$ cat src/rtl/echo_pipeline_sequencer.sv
// Per-sample sequencer for the echo-cancellation datapath: issues ordered enable
// pulses to the conversion, lag, output and cancellation stages once per sampling period.
//
// state        | meaning
// -------------+-------------------------------------------------------------
// S_IDLE       | waiting for a frame start
// S_CONV_PULSE | enable_conv high for PULSE_CYCLES clocks
// S_CONV_WAIT  | minimum wait, then ready_conv check window
// S_LAG_PULSE  | enable_lag high for PULSE_CYCLES clocks
// S_LAG_WAIT   | minimum wait, then ready_lag check window
// S_OUT_PULSE  | enable_out high for PULSE_CYCLES clocks
// S_DONE       | one clock; frame counted
module echo_pipeline_sequencer #(
    parameter int PULSE_CYCLES          = 2,
    parameter int CONV_WAIT             = 8,
    parameter int LAG_WAIT              = 600,
    parameter int READY_TIMEOUT         = 64,
    parameter int SAMPLING_DELAY_FRAMES = 2,
    parameter int WARMUP_FRAMES         = 3
) (
    input  logic        clk_operation,
    input  logic        rst,
    input  logic        run,
    input  logic [12:0] sampling_cycle_counter,
    input  logic        ready_conv,
    input  logic        ready_lag,
    output logic        enable_conv,
    output logic        enable_lag,
    output logic        enable_out,
    output logic        enable_sampling,
    output logic        enable_cancel,
    output logic        busy,
    output logic [15:0] frame_count,
    output logic        timeout_err,
    output logic        overrun
);

    typedef enum logic [2:0] {
        S_IDLE, S_CONV_PULSE, S_CONV_WAIT, S_LAG_PULSE, S_LAG_WAIT, S_OUT_PULSE, S_DONE
    } state_t;

    localparam int TW = 16;
    localparam logic [TW-1:0] PULSE_LOAD = TW'(PULSE_CYCLES - 1);
    localparam logic [TW-1:0] CONV_LOAD  = TW'(CONV_WAIT + READY_TIMEOUT - 1);
    localparam logic [TW-1:0] LAG_LOAD   = TW'(LAG_WAIT + READY_TIMEOUT - 1);
    // Timer at or below this value means the minimum wait has elapsed.
    localparam logic [TW-1:0] WINDOW     = TW'(READY_TIMEOUT);

    state_t        state_q, state_d;
    logic [TW-1:0] cnt_q, cnt_d;
    logic [12:0]   prev_cnt_q;
    logic [15:0]   frame_cnt_q, frame_cnt_d;
    logic [7:0]    done_cnt_q, done_cnt_d;
    logic          timeout_err_q, timeout_err_d;
    logic          overrun_q, overrun_d;
    logic          en_conv_q, en_conv_d;
    logic          en_lag_q, en_lag_d;
    logic          en_out_q, en_out_d;
    logic          en_samp_q, en_samp_d;
    logic          en_canc_q, en_canc_d;
    logic          busy_q, busy_d;
    logic          frame_start, timeout_set, overrun_set, frame_done;

    assign frame_start = run && (sampling_cycle_counter == 13'd0) && (prev_cnt_q != 13'd0);

    always_ff @(posedge clk_operation or posedge rst) begin
        if (rst) begin
            state_q       <= S_IDLE;
            cnt_q         <= '0;
            prev_cnt_q    <= 13'h1FFF;
            frame_cnt_q   <= '0;
            done_cnt_q    <= '0;
            timeout_err_q <= 1'b0;
            overrun_q     <= 1'b0;
            en_conv_q     <= 1'b0;
            en_lag_q      <= 1'b0;
            en_out_q      <= 1'b0;
            en_samp_q     <= 1'b0;
            en_canc_q     <= 1'b0;
            busy_q        <= 1'b0;
        end else begin
            state_q       <= state_d;
            cnt_q         <= cnt_d;
            prev_cnt_q    <= sampling_cycle_counter;
            frame_cnt_q   <= frame_cnt_d;
            done_cnt_q    <= done_cnt_d;
            timeout_err_q <= timeout_err_d;
            overrun_q     <= overrun_d;
            en_conv_q     <= en_conv_d;
            en_lag_q      <= en_lag_d;
            en_out_q      <= en_out_d;
            en_samp_q     <= en_samp_d;
            en_canc_q     <= en_canc_d;
            busy_q        <= busy_d;
        end
    end

    always_comb begin
        state_d     = state_q;
        cnt_d       = cnt_q;
        timeout_set = 1'b0;
        overrun_set = 1'b0;
        frame_done  = 1'b0;
        case (state_q)
            S_IDLE: begin
                if (frame_start) begin
                    state_d = S_CONV_PULSE;
                    cnt_d   = PULSE_LOAD;
                end
            end
            S_CONV_PULSE: begin
                if (cnt_q == '0) begin
                    state_d = S_CONV_WAIT;
                    cnt_d   = CONV_LOAD;
                end else begin
                    cnt_d = cnt_q - TW'(1);
                end
            end
            S_CONV_WAIT: begin
                if (cnt_q <= WINDOW && ready_conv) begin
                    state_d = S_LAG_PULSE;
                    cnt_d   = PULSE_LOAD;
                end else if (cnt_q == '0) begin
                    state_d     = S_IDLE;
                    timeout_set = 1'b1;
                end else begin
                    cnt_d = cnt_q - TW'(1);
                end
            end
            S_LAG_PULSE: begin
                if (cnt_q == '0) begin
                    state_d = S_LAG_WAIT;
                    cnt_d   = LAG_LOAD;
                end else begin
                    cnt_d = cnt_q - TW'(1);
                end
            end
            S_LAG_WAIT: begin
                if (cnt_q <= WINDOW && ready_lag) begin
                    state_d = S_OUT_PULSE;
                    cnt_d   = PULSE_LOAD;
                end else if (cnt_q == '0) begin
                    state_d     = S_IDLE;
                    timeout_set = 1'b1;
                end else begin
                    cnt_d = cnt_q - TW'(1);
                end
            end
            S_OUT_PULSE: begin
                if (cnt_q == '0) begin
                    state_d = S_DONE;
                end else begin
                    cnt_d = cnt_q - TW'(1);
                end
            end
            S_DONE: begin
                state_d    = S_IDLE;
                frame_done = 1'b1;
            end
            default: state_d = S_IDLE;
        endcase
        // A new frame boundary while busy abandons the frame in flight.
        if (frame_start && state_q != S_IDLE) begin
            state_d     = S_CONV_PULSE;
            cnt_d       = PULSE_LOAD;
            overrun_set = 1'b1;
            frame_done  = 1'b0;
        end
    end

    always_comb begin
        en_conv_d     = (state_d == S_CONV_PULSE);
        en_lag_d      = (state_d == S_LAG_PULSE);
        en_out_d      = (state_d == S_OUT_PULSE);
        busy_d        = (state_d != S_IDLE);
        frame_cnt_d   = frame_cnt_q + 16'(frame_done);
        done_cnt_d    = (frame_done && done_cnt_q != 8'hFF) ? done_cnt_q + 8'd1 : done_cnt_q;
        timeout_err_d = timeout_err_q | timeout_set;
        overrun_d     = overrun_q | overrun_set;
        en_samp_d     = en_samp_q | (int'(done_cnt_q) >= SAMPLING_DELAY_FRAMES);
        en_canc_d     = en_canc_q | (int'(done_cnt_q) >= WARMUP_FRAMES);
    end

    assign enable_conv     = en_conv_q;
    assign enable_lag      = en_lag_q;
    assign enable_out      = en_out_q;
    assign enable_sampling = en_samp_q;
    assign enable_cancel   = en_canc_q;
    assign busy            = busy_q;
    assign frame_count     = frame_cnt_q;
    assign timeout_err     = timeout_err_q;
    assign overrun         = overrun_q;

endmodule

$ cat config.mk
export PLATFORM = sky130hd
export DESIGN_NAME = echo_pipeline_sequencer
export DESIGN_NICKNAME = d
export VERILOG_FILES = /design/src/rtl/echo_pipeline_sequencer.sv
export SDC_FILE = /design/constraint.sdc
export NUM_CORES = 1
export LEC_CHECK = 0
export BUFFER_PORTS_ARGS = -buffer_cell sky130_fd_sc_hd__clkbuf_2
export CORE_ASPECT_RATIO = 0.8
export CORE_UTILIZATION = 57
export CTS_BUF_LIST = sky130_fd_sc_hd__clkbuf_16
export DETAILED_ROUTE_END_ITERATION = 12
export PLACE_DENSITY = 0.91
export SLEW_MARGIN = 20
export SYNTH_ARGS = -nofsm -noshare
export SYNTH_HDL_FRONTEND = slang
export SYNTH_SLANG_ARGS = --single-unit
export TNS_END_PERCENT = 5
$ cat constraint.sdc
create_clock -name clk_operation -period 2.74 [get_ports clk_operation]
set_input_delay 0 -clock clk_operation [delete_from_list [all_inputs] [get_ports clk_operation]]
set_output_delay 0 -clock clk_operation [all_outputs]
set_load 0.1 [all_outputs]
==> results.yml, run 1 <==
status:
  status: "finished, final reports clean"
yosys:
  yosys.area.top_type: "dfrtp_1"
  yosys_most_used_dff: "dfrtp_1"
  yosysTopAreaCellShare_pct: 40.4
  synth_area_um2: 3160
  synth_nets: 329
  ys_seq_area_share_pct: 51.3
  syn_avg_cell_area_um2: 10.4
  synthArstFlopShare_pct: 100
  yosysUniqueCellTypes: 53
  ys_seq_elements: 64
  synth_area_leaders: "dfrtp_1 (40%), dfstp_2 (11%), xnor2_1 (5.0%)"
  syn_inst: 304
  yosys_warnings: 0
  synth-edff-count: 0
global_routing:
  antenna_found_initial: 0
  grt_max_degree: 36
  grtUsageTotal_pct: 27.7
  grt_pass1_wl_um: 12000
  overflow: 0
  grt_pass1_vias: 2628
route:
  drt_wl_total_um: 7470
  num_vias: 2719
  postRouteAntennaNets: 0
  via_per_inst: 6.17
  drtIter0Drc: 270
  avgRoutedWirePerCell_um: 16.9
  drcViolationCount: 0
  dr.pass1.iters: 5
power:
  leakage_nw: 1.86
  combPwrFrac_pct: 4.1
  switchingPower_mw: 0.465
  power_frac_seq_pct: 43.7
  p_clk_share_pct: 52.2
  switching_share_pct: 20.5
  p_int_mw: 1.80
  power_density_nw_per_um2: 573
  ir_drop_v: 0.000411
sta:
  whs_ns: 0.248
  hold_violations: 0
  finalWorstSetupSlack_ns: 0.181
  finalSetupViolCount: 0
  relSlewSlack_pct: 49.2
  finalCritPeriodShare_pct: 93.4
  skew_ns: 0.00613
  rsz0062_at_grt: "no"
  tightest_slew_ns: 0.756
  max_clock_freq_ghz: 0.391
  tns_ns: 0
  maxSlewViolCount: 0
  fin_crit_ns: 2.56
clocking:
  htreeDepth: 3
  clockRootBuffer: "clkbuf_16"
  clock_latency_ns: 0.33
  clk_pin_slew_ns: 0.06
  cts_inserted_buffers: 9
  cts_tree: "yes"
  cts_max_path_buffers: 2
  post-cts-setup-buffer-count: 0
  clkSinkCount: 64
worst_setup_path:
  worstPathMaxFanout: 8
  crit_required_ns: 2.95
  worst_setup_path_end_kind: "flip-flop"
  cp-start-kind: "flip-flop"
  path_class: "flip-flop to flip-flop"
  critPathArrivalTime_ns: 2.77
placement:
  io_buffers: 41
  dp_hpwl_um: 5040
  dp_cells: 411
  gp_congestion: 0.939
  place_ws_ns: 0.138
final_layout:
  diodes: 0
  register_area_um2: 1620
  layout-drive-gt1-share_pct: 25.6
  nFillCells: 323
  fin_nets: 399
  multi_input_area_um2: 1490
  final_util_pct: 76.4
  layout.cells.non_filler: 441
  areaGrowthSynthToFinish_pct: 25.4
die:
  die_w_um: 85.2
  core-area_um2: 5180
  ios: 42
  num_rows: 23
  die_area_um2: 5840
  start_util_pct: 60.9
  die_y_um: 68.6
run:
  maxCapViolCount: 0
min_path:
  min_path_type: "input pin to flip-flop"
-- power groups by stage --
stage	registers, mW	clock network (mW)	logic, mW
after CTS	0.989	1.20	0.0924
after global routing	0.992	1.24	0.104
final	0.990	1.18	0.0932
after floorplan	1.00	0	0.0447
after global placement	1.00	0	0.0719
after detailed placement	1.00	0	0.0755
-- area by class of cell --
type,count,share of cell area [%]
Clock inverter,7,2.18
Clock buffer,9,5.69
Multi-Input combinational cell,225,37.6
Sequential cell,64,40.9
Inverter,7,0.664
Tap cell,62,1.96
Timing Repair Buffer,67,11.0
-- cells in the mapped netlist (all sizes together), types with 3 or more instances --
library cell	number
xor2	3
and4	3
or3	5
a31oi	4
nand2b	8
nand2	23
or2	3
nand4	7
o21ai	17
nor4	14
nor2	27
a22o	6
nor3	13
nor2b	5
or4	5
and2	5
and3	4
dfrtp	51
ha	7
clkbuf	6
a21o	4
inv	7
xnor2	18
a211oi	4
a311oi	3
a21oi	6
nand3	10
dfstp	13
a21boi	4
-- per-stage QoR --
stage               area [um2]  power (mW)
floorplan                 3160        1.05
global placement          3490        1.07
global route              3960        2.34
CTS                       3950        2.28
finish                    3960        2.27
detailed placement        3490        1.08
-- cells by family after synthesis --
kind of cell               Yosys count  share of synthesized area [%]
and+or+nand+nor                    138                           24.9
DFF                                 64                           51.3
xor gates and xnor gates            21                           5.83
adders and majority gates            7                           2.78
AOI/OAI and AO/OA                   59                           13.3
buffers and inverters               15                           1.94
-- state kept, by name, indices dropped and copies added (netlist names) --
register / cells
state_q: 3
timeout_err: 1
enable_lag: 1
enable_conv: 1
busy: 1
frame_count: 16
prev_cnt_q: 13
cnt_q: 16
done_cnt_q: 8
enable_sampling: 1
overrun: 1
enable_out: 1
enable_cancel: 1
-- routing by layer --
layer | vias to the layer above | share of wire (%) | GRT usage, %
met2 | 129 | 48 | 47.4
met4 | 0 | 3.0 | 15.0
li1 | 1254 | - | -
met3 | 30 | 6.5 | 6.19
met1 | 1306 | 42 | 33.5
met5 | - | 0 | 0
-- repair_timing --
item	in CTS	in global routing
endpoints found under the setup margin	0	9
endpoints found under the hold margin	64	0
hold buffers	14	0
resized for setup	0	3
-- critical path, cell delays in order (launching register included) --
cell and delay, ns:
dfrtp_1 0.46, or4_4 0.61, nor4_4 0.26, a21oi_1 0.14
o32ai_2 0.43, buf_4 0.22, o21ai_0 0.09, a32o_1 0.23
-- worst paths after layout --
kind	endpoint	slack (ns)	cells past startpoint	startpoint
worst max register to register	cnt_q[11]	0.18	7	cnt_q[8]
worst min-delay path	state_q[2]	0.25	5	ready_lag
min in group asynchronous	done_cnt_q[4]	0.31	4	rst
worst max-delay path	cnt_q[11]	0.18	7	cnt_q[8]
max in group asynchronous	prev_cnt_q[12]	2.07	4	rst
worst min register to register	enable_cancel	0.47	1	enable_cancel
-- layout by cell type (no fill, tap or decap), types with 3 or more instances in the layout --
cell type	netlist	routed
a22o_1	6	6
nand4_1	7	7
a21o_1	4	4
dlygate4sd3_1	0	14
a31oi_1	4	4
and4_1	3	3
nand3_1	10	10
or4_1	4	4
clkbuf_16	0	9
nor2b_1	5	5
xor2_1	3	3
inv_1	7	6
ha_1	7	7
or3_1	4	4
nor2_1	27	26
clkbuf_2	0	41
clkinv_2	0	3
and3_1	4	4
dfstp_2	13	13
a211oi_1	4	3
xnor2_1	18	18
o21ai_0	16	16
or2_2	3	3
nand2b_1	8	8
nor3_1	13	13
buf_4	1	12
nor4_1	10	10
a21oi_1	6	6
nand2_1	23	23
and2_1	5	5
dfrtp_1	51	51
(Power assumes the default switching activity.)
==> run 2, diff against run 1 <==
CORE_UTILIZATION = 52   (was 57)
PLACE_DENSITY = 0.85   (was 0.91)
==> run 2 against run 1 <==
Compared with the run above: combinational power about the same; final area about the same; via count about the same; setup slack worse by 0.036 ns; core utilization down 6.2 points; sequential share of layout area about the same; sequential cell count unchanged; non-clock buffer count down 1; fmax down 1.4%; die area up 9.4%; register-to-register slack worse by 0.04 ns; critical path type unchanged; highest routed layer unchanged.
==> results.yml, run 2 (synthesized netlist as in run 1, its figures left out) <==
sta:
  maxSlewViolCount: 0
  whs_ns: 0.176
  tns_ns: 0
  finalCritPeriodShare_pct: 94.7
  hold_violations: 0
  fin_crit_ns: 2.59
  max_clock_freq_ghz: 0.385
  relSlewSlack_pct: 49.3
  rsz0062_at_grt: "no"
  skew_ns: 0.00986
  finalWorstSetupSlack_ns: 0.145
  finalSetupViolCount: 0
  tightest_slew_ns: 0.755
die:
  ios: 42
  start_util_pct: 55.9
  core-area_um2: 5650
  num_rows: 24
  die_area_um2: 6390
  die_w_um: 89.1
  die_y_um: 71.7
final_layout:
  final_area_um2: 3960
  diodes: 0
  register_area_um2: 1620
  layout_common_cells: "dfrtp_1 (51), clkbuf_2 (41), nor2_1 (26)"
  fin_nets: 398
  layout-drive-gt1-share_pct: 25.7
  multi_input_area_um2: 1490
  final_util_pct: 70.1
  layout.cells.non_filler: 456
  areaGrowthSynthToFinish_pct: 25.5
  layout_commonest_cell: "dfrtp_1"
  nFillCells: 401
placement:
  io_buffers: 41
  place_ws_ns: 0.184
  dpl_cell_area_um2: 3510
  dp_hpwl_um: 4910
  dp_cells: 426
  gp_congestion: 0.932
global_routing:
  grt.busiest_layer: "met2"
  use_met2_pct: 40.1
  overflow: 0
  grtUsageTotal_pct: 26.2
  antenna_found_initial: 0
  grt_use_met1_pct: 34.5
  grt_pass1_wl_um: 12500
  grt_max_degree: 31
  grt_pass1_vias: 2646
  grt_use_met3_pct: 8.06
min_path:
  min_path_type: "input pin to async pin"
route:
  drcViolationCount: 0
  drt_wl_total_um: 7340
  num_vias: 2718
  drtIter0Drc: 258
  via_per_inst: 5.96
  avgRoutedWirePerCell_um: 16.1
  dr.pass1.iters: 5
  postRouteAntennaNets: 0
clocking:
  cts_max_path_buffers: 2
  cts_inserted_buffers: 9
  cts_tree: "yes"
  clockRootBuffer: "clkbuf_16"
  clk_pin_slew_ns: 0.06
  clkSinkCount: 64
  clock_latency_ns: 0.34
  htreeDepth: 3
power:
  power_mw: 2.21
  ir_drop_v: 0.000356
  leakage_nw: 1.84
  power_density_nw_per_um2: 558
worst_setup_path:
  critPathArrivalTime_ns: 2.82
  critPathSlowestCell: "or4_4"
  crit_required_ns: 2.96
  path_class: "flip-flop to flip-flop"
  worstPathMaxFanout: 8
  critical_path_buf_inv_count: 1
  critical-path-max-stage-delay_ns: 0.61
  worst_setup_path_end_kind: "flip-flop"
  crit_chain: "or4_4, nor4_4, a21oi_1, o32ai_2, buf_4, o21ai_0, a22o_1"
  cpLargestDelayFamily: "compound AO/OA/AOI/OAI gates"
  cp-start-kind: "flip-flop"
run:
  maxCapViolCount: 0
status:
  status: "finished, final reports clean"
[run 2: cell count changes in the layout (fill, tap and decap cells not counted), sizes merged]
cell and change:
buf -1, bufinv -1, clkinv -2, clkinvlp +3
[run 2: area by class of cell]
class,count,share of cell area (%)
inverter,7,0.664
sequential,64,40.9
clock inverter,7,1.83
clock buffer,9,5.69
tap,78,2.46
timing repair buffer,66,10.8
multi-input combinational,225,37.7
[run 2: worst reg2reg max path, delay by kind of cell (launching register included)]
| family | cells | cell delay [ns] |
|---|---|---|
| compound gates | 4 | 0.93 |
| simple gates | 2 | 0.87 |
| flops | 1 | 0.46 |
| buf+inv | 1 | 0.22 |
[run 2: worst paths after layout]
check / startpoint / to / slack [ns] / cells after the start
worst max register to register: cnt_q[8] / cnt_q[14] / 0.15 / 7
worst min-delay path: rst / enable_cancel / 0.18 / 3
worst min register to register: overrun / overrun / 0.46 / 1
max in group asynchronous: rst / busy / 1.87 / 4
min in group clk_operation: ready_conv / cnt_q[0] / 0.31 / 6
worst max-delay path: cnt_q[8] / cnt_q[14] / 0.15 / 7
[run 2: repair_timing]
item | in CTS | in global routing
hold buffers | 14 | 0
resized for setup | 0 | 4
buffers inserted | 0 | 0
hold endpoints to repair | 33 | 0
setup endpoints to repair | 0 | 13
[run 2: power breakdown]
part | switching, mW | internal, mW
Combinational | 0.0503 | 0.0429
Sequential | 0.0167 | 0.972
Clock | 0.426 | 0.701
[run 2: per-layer routing]
metal  wire [um]  vias to the layer above
met3         542                       22
li1            -                     1248
met1        3080                     1320
met2        3530                      128
met5           0                        -
met4         190                        0
